### config.mk
export PLATFORM = sky130hd
export DESIGN_NAME = vga_scan_flat
export DESIGN_NICKNAME = d
export VERILOG_FILES = /design/src/rtl/vga_scan_if.sv /design/src/rtl/vga_scan.sv /design/src/flat_wrapper.sv
export SDC_FILE = /design/constraint.sdc
export NUM_CORES = 1
export LEC_CHECK = 0
export CAP_MARGIN = 25
export CORE_MARGIN = 5
export CORE_UTILIZATION = 50
export DETAILED_ROUTE_END_ITERATION = 10
export GPL_TIMING_DRIVEN = 0
export PLACE_DENSITY = 0.73
export SETUP_SLACK_MARGIN = 0.02
export SLEW_MARGIN = 20
export SYNTH_ARGS = -nofsm -noshare
export SYNTH_HDL_FRONTEND = slang
export SYNTH_SLANG_ARGS = --single-unit
### constraint.sdc
create_clock -name clk24 -period 4 [get_ports clk24]
set_input_delay 0.8 -clock clk24 [delete_from_list [all_inputs] [get_ports clk24]]
set_output_delay 0.8 -clock clk24 [all_outputs]
set_load 0.01 [all_outputs]
### src/rtl/vga_scan_if.sv
// vga_scan_if -- signal bundle between the VGA scan generator and its environment.
//   din         : pixel from the frame buffer's synchronous read port (one cycle after addr_rd)
//   test_en     : request for the colour-bar pattern instead of din
//   addr_rd     : frame-buffer read address
//   vga_r/g/b   : pixel colour, 4 bits per channel
//   hsync/vsync : sync pulses, active-low
//   frame_start : one-cycle pulse aligned with the output of pixel (0,0)
// master = the scan generator, slave = frame buffer / display side.
interface vga_scan_if;
    logic [3:0]  din;
    logic        test_en;
    logic [18:0] addr_rd;
    logic [3:0]  vga_r;
    logic [3:0]  vga_g;
    logic [3:0]  vga_b;
    logic        hsync;
    logic        vsync;
    logic        frame_start;

    modport master (
        input  din, test_en,
        output addr_rd, vga_r, vga_g, vga_b, hsync, vsync, frame_start
    );

    modport slave (
        output din, test_en,
        input  addr_rd, vga_r, vga_g, vga_b, hsync, vsync, frame_start
    );
endinterface

### src/rtl/vga_scan.sv
// vga_scan -- VGA raster scan generator with frame-buffer readout and colour-bar test pattern.
//   clk24 : pixel clock, rising edge
//   rst_n : asynchronous active-low reset
//   vif   : vga_scan_if.master (din/test_en in; addr_rd, RGB, syncs, frame_start out)
// Timing: counters at t, addr_rd at t+1, din at t+2, registered outputs at t+3.
module vga_scan #(
    parameter int unsigned WIDTH  = 640,
    parameter int unsigned HEIGHT = 480,
    parameter int unsigned H_FP   = 16,
    parameter int unsigned H_SYNC = 96,
    parameter int unsigned H_BP   = 48,
    parameter int unsigned V_FP   = 10,
    parameter int unsigned V_SYNC = 2,
    parameter int unsigned V_BP   = 33
) (
    input  logic       clk24,
    input  logic       rst_n,
    vga_scan_if.master vif
);
    localparam int unsigned H_TOT = WIDTH + H_FP + H_SYNC + H_BP;
    localparam int unsigned V_TOT = HEIGHT + V_FP + V_SYNC + V_BP;
    localparam int unsigned HW    = $clog2(H_TOT);
    localparam int unsigned VW    = $clog2(V_TOT);
    localparam int unsigned BAR_W = WIDTH / 8;
    localparam int unsigned BW    = (BAR_W > 1) ? $clog2(BAR_W) : 1;

    localparam logic [HW-1:0] H_LAST   = HW'(H_TOT - 1);
    localparam logic [HW-1:0] H_ACT    = HW'(WIDTH);
    localparam logic [HW-1:0] HS_BEG   = HW'(WIDTH + H_FP);
    localparam logic [HW-1:0] HS_END   = HW'(WIDTH + H_FP + H_SYNC);
    localparam logic [VW-1:0] V_LAST   = VW'(V_TOT - 1);
    localparam logic [VW-1:0] V_ACT    = VW'(HEIGHT);
    localparam logic [VW-1:0] VS_BEG   = VW'(HEIGHT + V_FP);
    localparam logic [VW-1:0] VS_END   = VW'(HEIGHT + V_FP + V_SYNC);
    localparam logic [BW-1:0] BAR_LAST = BW'(BAR_W - 1);

    logic [HW-1:0] hc_q, hc_d;
    logic [VW-1:0] vc_q, vc_d;
    logic [18:0]   addr_q, addr_d;
    logic [BW-1:0] bpos_q, bpos_d;
    logic [2:0]    bidx_q, bidx_d;
    logic          test_q, test_d;

    logic          frame_end, pix_act, hs_raw, vs_raw, fs_raw;

    // Pipeline stages 1 (t+1) and 2 (t+2); the output registers form stage 3.
    logic [1:0]    act_q, hs_q, vs_q, fs_q;
    logic [2:0]    bar1_q, bar2_q;

    logic [3:0]    r_q, g_q, b_q, r_d, g_d, b_d;
    logic          hsync_q, vsync_q, fstart_q;

    always_comb begin
        frame_end = (hc_q == H_LAST) && (vc_q == V_LAST);
        pix_act   = (hc_q < H_ACT) && (vc_q < V_ACT);
        hs_raw    = !((hc_q >= HS_BEG) && (hc_q < HS_END));
        vs_raw    = !((vc_q >= VS_BEG) && (vc_q < VS_END));
        fs_raw    = (hc_q == '0) && (vc_q == '0);

        hc_d   = hc_q + 1'b1;
        vc_d   = vc_q;
        bpos_d = bpos_q + 1'b1;
        bidx_d = bidx_q;
        addr_d = addr_q;
        test_d = test_q;

        // Bar index tracks hc/(WIDTH/8) with a position-within-bar counter.
        if (hc_q == H_LAST) begin
            hc_d   = '0;
            bpos_d = '0;
            bidx_d = '0;
            vc_d   = (vc_q == V_LAST) ? '0 : vc_q + 1'b1;
        end else if (bpos_q == BAR_LAST) begin
            bpos_d = '0;
            bidx_d = bidx_q + 1'b1;
        end

        // addr_rd holds the address of the most recent active pixel; pixel (0,0)
        // reuses the 0 loaded at the end of the previous frame.
        if (frame_end) begin
            addr_d = '0;
            test_d = vif.test_en;
        end else if (pix_act && !fs_raw) begin
            addr_d = addr_q + 1'b1;
        end

        // test_q only changes in vertical blanking, so using it at the output
        // stage cannot split a visible frame between sources.
        r_d = '0;
        g_d = '0;
        b_d = '0;
        if (act_q[1]) begin
            if (test_q) begin
                r_d = {4{~bar2_q[1]}};
                g_d = {4{~bar2_q[2]}};
                b_d = {4{~bar2_q[0]}};
            end else begin
                r_d = vif.din;
                g_d = vif.din;
                b_d = vif.din;
            end
        end
    end

    always_ff @(posedge clk24 or negedge rst_n) begin
        if (!rst_n) begin
            hc_q     <= '0;
            vc_q     <= '0;
            addr_q   <= '0;
            bpos_q   <= '0;
            bidx_q   <= '0;
            test_q   <= 1'b0;
            act_q    <= '0;
            hs_q     <= '1;
            vs_q     <= '1;
            fs_q     <= '0;
            bar1_q   <= '0;
            bar2_q   <= '0;
            r_q      <= '0;
            g_q      <= '0;
            b_q      <= '0;
            hsync_q  <= 1'b1;
            vsync_q  <= 1'b1;
            fstart_q <= 1'b0;
        end else begin
            hc_q     <= hc_d;
            vc_q     <= vc_d;
            addr_q   <= addr_d;
            bpos_q   <= bpos_d;
            bidx_q   <= bidx_d;
            test_q   <= test_d;
            act_q    <= {act_q[0], pix_act};
            hs_q     <= {hs_q[0], hs_raw};
            vs_q     <= {vs_q[0], vs_raw};
            fs_q     <= {fs_q[0], fs_raw};
            bar1_q   <= bidx_q;
            bar2_q   <= bar1_q;
            r_q      <= r_d;
            g_q      <= g_d;
            b_q      <= b_d;
            hsync_q  <= hs_q[1];
            vsync_q  <= vs_q[1];
            fstart_q <= fs_q[1];
        end
    end

    assign vif.addr_rd     = addr_q;
    assign vif.vga_r       = r_q;
    assign vif.vga_g       = g_q;
    assign vif.vga_b       = b_q;
    assign vif.hsync       = hsync_q;
    assign vif.vsync       = vsync_q;
    assign vif.frame_start = fstart_q;
endmodule
### src/flat_wrapper.sv
// flat-port wrapper written by rule: the top's interface ports become plain ports
module vga_scan_flat 
#(
    parameter int unsigned WIDTH  = 640,
    parameter int unsigned HEIGHT = 480,
    parameter int unsigned H_FP   = 16,
    parameter int unsigned H_SYNC = 96,
    parameter int unsigned H_BP   = 48,
    parameter int unsigned V_FP   = 10,
    parameter int unsigned V_SYNC = 2,
    parameter int unsigned V_BP   = 33
)
  (clk24, rst_n, vif_din, vif_test_en, vif_addr_rd, vif_vga_r, vif_vga_g, vif_vga_b, vif_hsync, vif_vsync, vif_frame_start);
  vga_scan_if vif_i ();
  input  logic clk24;
  input  logic rst_n;
  input wire logic [$bits(vif_i.din)-1:0] vif_din;
  input wire logic [$bits(vif_i.test_en)-1:0] vif_test_en;
  output wire logic [$bits(vif_i.addr_rd)-1:0] vif_addr_rd;
  output wire logic [$bits(vif_i.vga_r)-1:0] vif_vga_r;
  output wire logic [$bits(vif_i.vga_g)-1:0] vif_vga_g;
  output wire logic [$bits(vif_i.vga_b)-1:0] vif_vga_b;
  output wire logic [$bits(vif_i.hsync)-1:0] vif_hsync;
  output wire logic [$bits(vif_i.vsync)-1:0] vif_vsync;
  output wire logic [$bits(vif_i.frame_start)-1:0] vif_frame_start;
  assign vif_i.din = vif_din;
  assign vif_i.test_en = vif_test_en;
  assign vif_addr_rd = vif_i.addr_rd;
  assign vif_vga_r = vif_i.vga_r;
  assign vif_vga_g = vif_i.vga_g;
  assign vif_vga_b = vif_i.vga_b;
  assign vif_hsync = vif_i.hsync;
  assign vif_vsync = vif_i.vsync;
  assign vif_frame_start = vif_i.frame_start;
  vga_scan #(.WIDTH(WIDTH), .HEIGHT(HEIGHT), .H_FP(H_FP), .H_SYNC(H_SYNC), .H_BP(H_BP), .V_FP(V_FP), .V_SYNC(V_SYNC), .V_BP(V_BP)) u_core (.clk24(clk24), .rst_n(rst_n), .vif(vif_i));
endmodule
* Yosys cells after proc, flatten, opt, wreduce, memory -nomap -nowiden
Index checks and enable logic that the tools add are counted.
** Storage, ports and cells
- Register bits after elaboration :: 79
- Logic and storage cells :: 62
** Cells by class
- Equal/unequal tests :: 3
- $lt $le $gt $ge :: 6
- Bitwise gates (word level) :: 3
- Reduce and logical (&&, ||, !) cells :: 13
- Add/subtract/negate cells :: 5
- Multiplexer cells :: 14
** Operators by type and width (number)
- two-way mux 19 bit :: 2
- two-way mux 4 bit :: 6
- adder 10 x 1 -> 10 bit (second input constant) :: 2
- equality test 10 bit (second input constant) :: 2
- logical NOT 10 bit :: 2
- less-than comparator 10 bit (second input constant) :: 2
- less-than comparator 10 x 9 -> 1 bit (second input constant) :: 2
- two-way mux 10 bit :: 2
- adder 19 x 1 -> 19 bit (second input constant) :: 1
- two-way mux 7 bit :: 2
- >= comparator 10 bit (second input constant) :: 1
- >= comparator 10 x 9 -> 1 bit (second input constant) :: 1
- adder 7 x 1 -> 7 bit (second input constant) :: 1
- equality test 7 bit (second input constant) :: 1
- logical AND 1 bit :: 6
- two-way mux 3 bit :: 2
- nonzero test 2 bit :: 2
- adder 3 x 1 -> 3 bit (second input constant) :: 1
- logical NOT 1 bit :: 3
- NOT 1 bit :: 3

* Logic depth before layout (Yosys ltp)
Gate-level depths: netlist of the first run.
- Depth after elaboration :: 6
- Mapped depth :: 8

* Least setup slack after synthesis of the first run
No wires, ideal clock.
- Path kind :: reg-to-reg
- Start :: register u_core.vc_q[1]
- End :: register u_core.addr_q[11], in the netlist u_core.vif.addr_rd[11]
- Data arrival time :: 1.944 ns
- Cell stages (with the launch flop) :: 9
- Setup time :: 0.118 ns
- Path buffers :: 1
- Path slack :: 1.938 ns
- Cell sequence :: dfrtp_1 > inv_1 > ha_1 > or4b_1 > nand4bb_1 > buf_4 > o2111ai_1 > xor2_1 > nor2_1
** On the way
- Longest elaborated chain between the ends :: 5
** RTL lines
- start, declared :: RTL line vga_scan.sv:38 : logic [VW-1:0] vc_q, vc_d;
- start signal, assigned :: RTL line vga_scan.sv:127 : vc_q <= vc_d;
- parallel branches: the longest is 5 deep, another holds less-than comparator 10 x 9 -> 1 bit
- end signal, assigned :: RTL line vga_scan.sv:128 : addr_q <= addr_d;
- end, declared :: RTL line vga_scan.sv:39 : logic [18:0] addr_q, addr_d;
Several ways; the timed one is not identified.
A chain may end at the register's enable or synchronous reset.

* Final worst setup path of the first run
- Start :: register u_core.vc_q[1]
- End :: register u_core.addr_q[16], in the netlist u_core.vif.addr_rd[16]
Same word-level chain as after synthesis.

==> results of run 1 <==
-- kinds of logic (layout without fill, tap and decap cells) --
family          count (synthesis)  count (layout)
fa+ha+maj                       7               7
simple gates                  126             126
compound gates                 47              47
mux                             4               4
flops                          79              79
buf+inv                        21              78
xor+xnor                       30              30
-- layout by cell type, fill, tap and decap left out, types with 2 or more instances in the layout --
cell / n
a21boi_0: 5
a21oi_1: 10
and2_1: 3
and3_1: 10
and4_1: 2
buf_4: 2
buf_6: 4
bufinv_16: 2
clkbuf_1: 4
clkbuf_8: 11
clkdlybuf4s50_1: 39
dfrtp_1: 73
dfstp_2: 6
ha_1: 7
inv_1: 12
mux2i_1: 4
nand2_1: 17
nand2b_1: 7
nand3_1: 19
nand4_1: 10
nor2_1: 38
nor3_1: 5
nor3_2: 2
o2111ai_1: 9
o211ai_1: 4
o21ai_0: 11
o31ai_1: 4
or4_1: 2
xnor2_1: 10
xor2_1: 20
-- report_power, final --
part	leakage (nW)	internal [W]	switching, W	total [W]
clock network	0.110	0.000386	0.000268	0.000654
logic	0.769	0.00000771	0.0000160	0.0000237
registers	0.966	0.000798	0	0.000798
-- critical path: cells and delay by family (launching register included) --
kind | cells | cell delay [ns]
AO/OA/AOI/OAI | 1 | 0.24
XOR/XNOR | 1 | 0.16
adder cells (fa/ha/maj) | 1 | 0.15
buffers and inverters | 2 | 0.36
flip-flops | 1 | 0.44
AND/OR/NAND/NOR | 3 | 0.84
-- registers in the layout (all words and copies together) (netlist names) --
signal / cells
u_core.vif.addr_rd: 19
u_core.hc_q: 10
u_core.vc_q: 10
u_core.bpos_q: 7
u_core.vif.vga_b: 4
u_core.vif.vga_g: 4
u_core.vif.vga_r: 4
u_core.bar1_q: 3
u_core.bar2_q: 3
u_core.bidx_q: 3
u_core.act_q: 2
u_core.fs_q: 2
u_core.hs_q: 2
u_core.vs_q: 2
u_core.test_q: 1
u_core.vif.frame_start: 1
u_core.vif.hsync: 1
u_core.vif.vsync: 1
-- cell type report --
cell class / count / area, um^2 / area share (%)
sequential: 79 / 1980 / 47.0
multi-input combinational: 214 / 1370 / 32.4
timing repair buffer: 41 / 425 / 10.1
clock buffer: 13 / 159 / 3.77
tap: 80 / 100 / 2.37
buffer: 9 / 70.1 / 1.66
clock inverter: 3 / 67.6 / 1.60
inverter: 12 / 45.0 / 1.07
-- final timing paths --
kind,from,to,slack (ns)
max,u_core.vc_q[1]$_DFFE_PN0N_,u_core.vif.addr_rd[16]$_DFFE_PN0P_,1.70
min,u_core.bar1_q[1]$_DFF_PN0_,u_core.bar2_q[1]$_DFF_PN0_,0.35
max reg2reg,u_core.vc_q[1]$_DFFE_PN0N_,u_core.vif.addr_rd[16]$_DFFE_PN0P_,1.70
min reg2reg,u_core.bar1_q[1]$_DFF_PN0_,u_core.bar2_q[1]$_DFF_PN0_,0.35
max in group asynchronous,rst_n,u_core.hs_q[0]$_DFF_PN1_,2.99
min in group asynchronous,rst_n,u_core.vif.vga_r[0]$_DFF_PN0_,0.38
-- metal layers --
| metal | up-vias | routed length, um |
|---|---|---|
| li1 | 1206 | - |
| met1 | 1194 | 2950 |
| met2 | 46 | 3150 |
| met3 | 8 | 311 |
| met4 | 0 | 78 |
| met5 | - | 0 |
-- through the flow --
stage / TNS (ns) / utilization [%]
floorplan: 0 / -
CTS: 0 / 62.4
finish: 0 / 62.4
global route: 0 / 62.4
detailed placement: 0 / 59.1
global placement: -40.78 / 58.7
==> flow_summary.ini, run 1 <==
[sta]
finalCritPeriodShare_pct = 57.6
holdWs_ns = 0.351
drv_slew = 0
worst_pin_slew_ns = 0.494
finalSetupViolations = 0
rsz0062_at_grt = false
fmax_ghz = 0.434
hold_viol = 0
fin_crit_ns = 2.30
relSlewSlack_pct = 66.8
clock_skew_ns = 0.00973
setup_slack_ns = 1.70

[critical_path]
cp.arrival_ns = 2.54
slowest_stage = or4b_1
cp_max_fo = 10
crit_path_start_kind = register
rr_worst_depth = 8
path_cells = inv_1 -> ha_1 -> or4b_1 -> nand4bb_1 -> buf_4 -> o2111ai_1 -> xor2_1 -> nor2_1
crit_type = reg2reg
endpoint_kind = register
crit_required_ns = 4.23
slowest_delay_ns = 0.45

[yosys]
ys_ff_latch = 79
synth-simple-area-share_pct = 19.0
ys_warn_count = 0
yosysMostFrequentCell = dfrtp_1
synth_compound_area_share_pct = 9.20
yosysTopAreaCell = dfrtp_1
synthTopCellsByCount = 73 x dfrtp_1, 38 x nor2_1, 20 x xor2_1
synth_xor_area_share_pct = 7.58
ys_seq_area_share_pct = 57.2
synth_top_family_by_area = simple AND/OR/NAND/NOR gates
syn_area_per_cell_um2 = 11.0
synth-main-ff-cell = dfrtp_1
synthArstFlopShare_pct = 100
synth_mux_area_share_pct = 1.15
yosysUniqueCellTypes = 44
synth_edf_count = 0
synth_area_leaders = dfrtp_1 53%, xor2_1 5.1%, dfstp_2 4.5%
synth_nets = 328
synth_top_area_share_pct = 52.7
synthCells = 314
syn-cell-area_um2 = 3470
synthAdderAreaFrac_pct = 2.53

[placed_design]
dpl_cell_area_um2 = 3990
hpwl_um = 4450
portBuffers = 40
placed_cells = 435
preCtsSetupSlack_ns = 1.71
globalplace.congestion = 0.825

[run]
cap_viol_max_count = 0

[routing]
drtIter0Drc = 101
post-route-drc-count = 0
avgViaCountPerCell = 5.44
detail-route-antenna-nets = 0
drtPass1Iterations = 4
vias = 2454
wl_um = 6490
wire_per_inst_um = 14.4

[cts]
cts_resized = 0
cts.path.max_buffers = 2
cts_buffers = 9
cts_tree = built
root_buffer = clkbuf_8
clock-sinks = 79
cts.reportedPaths.clkPinSlew_ns = 0.08
post_cts_buffers = 0
postCtsHoldBufs = 0
cts-htree-levels = 3
insertion_delay_ns = 0.34

[final_layout]
fin_nets = 380
fillers = 568
final_area_um2 = 4220
synthToLayoutAreaGrowth_pct = 21.7
diodes = 0
finalNonFillerCells = 451
drive_above_1_share_pct = 10.5

[floorplan]
die_w_um = 93.3
start_util_pct = 51.3
fp-row-count = 30
io_pins = 41
die-area_um2 = 8700
core_um2 = 6760
die_h_um = 93.3

[global_route]
grt_start_max_net_pins = 50
gr-usage-met1_pct = 22.3
grt_pass1_vias = 2457
overflow = 0
grt_pass1_wl_um = 11600
gr-usage-met2_pct = 26.2
met3_usage_pct = 4.26
antenna_found_initial = 0
busiest_layer = met2
grt_usage_pct = 16.7

[power_and_ir_drop]
power.density_nw_per_um2 = 350
vdd_ir_drop_max_uv = 193
power_w = 0.00148
p_leak_nw = 1.84

[min_path]
hp-class = reg2reg
holdPathStages = 0

[status]
status = finished clean
(Power assumes the default switching activity.)
==> run 2, diff against run 1 <==
Clock period 4 ns to 2.3 ns, I/O delays scaled along.
==> flow_summary.ini, run 2 (synthesis results as in run 1) <==
[final_layout]
final_area_um2 = 4300
drive_above_1_share_pct = 13.7
diodes = 0
fin_util_pct = 63.7
largest_reg_flops = 19
fin_nets = 382
layout_commonest_cell = dfrtp_1
synthToLayoutAreaGrowth_pct = 24.1
layout_common_cells = 71 x dfrtp_1, 39 x clkdlybuf4s50_1, 38 x nor2_1

[global_route]
grt_usage_pct = 16.7
grt_pass1_wl_um = 11600
grt_start_max_net_pins = 50
antenna_found_initial = 0
grt_pass1_vias = 2457
overflow = 0

[sta]
finalSetupViolations = 0
drv_slew = 0
hold_viol = 0
clock_skew_ns = 0.00963
relSlewSlack_pct = 62.2
rsz0062_at_grt = false
fmax_ghz = 0.462
finalCritPeriodShare_pct = 94.1
worst_pin_slew_ns = 0.564
fin_crit_ns = 2.16
holdWs_ns = 0.0379
setup_slack_ns = 0.136

[critical_path]
slowest_delay_ns = 0.46
crit_type = reg2reg
endpoint_kind = register
r2r_slack_ns = 0.14
crit_required_ns = 2.54
slowest_stage = dfrtp_2
rr_endpoint = u_core.vif.addr_rd[11]$_DFFE_PN0P_
cp_max_fo = 10
cp.arrival_ns = 2.41
path_cells = or3_4 -> or4_4 -> buf_4 -> buf_6 -> o2111ai_1 -> xor2_1 -> nor2_1
crit_path_start = u_core.hc_q[7]$_DFF_PN0_
rr_startpoint = u_core.hc_q[7]$_DFF_PN0_
crit_path_start_kind = register
rr_worst_depth = 7
cp-endpoint = u_core.vif.addr_rd[11]$_DFFE_PN0P_

[routing]
wl_um = 6550
detail-route-antenna-nets = 0
drtPass1Iterations = 4
post-route-drc-count = 0
vias = 2451
drtIter0Drc = 126
avgViaCountPerCell = 5.41
wire_per_inst_um = 14.5

[placed_design]
portBuffers = 40
dpl_cell_area_um2 = 3990
preCtsSetupSlack_ns = 0.00628
hpwl_um = 4450
globalplace.congestion = 0.825

[power_and_ir_drop]
p_leak_nw = 1.87
power.density_nw_per_um2 = 596
power_w = 0.00257
vdd_ir_drop_max_uv = 333

[floorplan]
start_util_pct = 51.3
fp-row-count = 30
core_um2 = 6760
die_h_um = 93.3
io_pins = 41
die_w_um = 93.3
die-area_um2 = 8700

[cts]
cts_buffers = 9
cts.reportedPaths.clkPinSlew_ns = 0.08
cts.path.max_buffers = 2
insertion_delay_ns = 0.35
clock-sinks = 79
root_buffer = clkbuf_8
cts_tree = built
cts-htree-levels = 3
postCtsHoldBufs = 0

[min_path]
hp-class = in2async

[status]
status = finished clean

[run]
cap_viol_max_count = 0
run 2: cell types whose count changed in the layout (fill, tap and decap cells not counted), moves of 2 or more:
cell,delta
buf_4,+3
dfrtp_1,-2
dfrtp_2,+2
o2111ai_1,-3
o2111ai_2,+3
run 2: timing repair:
action                                  in CTS  in global routing
setup buffers                                0                  2
gates resized for setup                      1                 16
pin swaps                                    0                  6
endpoints found under the setup margin       5                 25
run 2: critical path, delay by kind of cell, from the launching register on:
kind / cells / cell delay (ns)
simple gates: 3 / 0.90
flops: 1 / 0.46
xor+xnor: 1 / 0.17
compound gates: 1 / 0.22
buf+inv: 2 / 0.31
run 2: worst min-delay path by stage:
| stage | cells after the start | startpoint | slack [ns] | to |
|---|---|---|---|---|
| after floorplan | 0 | rst_n | 0.16 | u_core.act_q[0]$_DFF_PN0_ |
| after global placement | 0 | u_core.bar1_q[2]$_DFF_PN0_ | 0.33 | u_core.bar2_q[2]$_DFF_PN0_ |
| after detailed placement | 0 | u_core.fs_q[0]$_DFF_PN0_ | 0.34 | u_core.fs_q[1]$_DFF_PN0_ |
| after CTS | 1 | rst_n | 0.04 | u_core.vif.vga_r[0]$_DFF_PN0_ |
| after global routing | 1 | rst_n | 0.05 | u_core.vif.vga_r[0]$_DFF_PN0_ |
| final | 1 | rst_n | 0.04 | u_core.vif.vga_r[0]$_DFF_PN0_ |
run 2: layer usage:
metal / routed length [um] / vias up / global-route usage, % / part of all wire (%)
li1: - / 1208 / - / -
met1: 2980 / 1192 / 22.3 / 46
met2: 3210 / 43 / 26.2 / 49
met3: 281 / 8 / 4.26 / 4.3
met4: 78 / 0 / 6.47 / 1.2
met5: 0 / - / 0 / 0
run 2: cell type report:
type                    instances  area [um^2]
inverters                      12         45.0
fillers                       551         2450
well taps                      80          100
repair buffers                 43          440
clock buffers                  13          159
clock inverters                 3         67.6
plain buffers                   9         73.8
multi-input cells             214         1430
flip-flops and latches         79         1990
run 2: where the power goes:
part	switching, W	total [W]	internal [W]
Clock	0.000466	0.00114	0.000672
Sequential	0	0.00139	0.00139
Combinational	0.0000280	0.0000414	0.0000134
run 2: through the flow:
| step | TNS, ns | cells |
|---|---|---|
| floorplan | 0 | 314 |
| global placement | -146.20 | 434 |
| detailed placement | 0 | 435 |
| CTS | 0 | 451 |
| global route | 0 | 453 |
| finish | 0 | 453 |
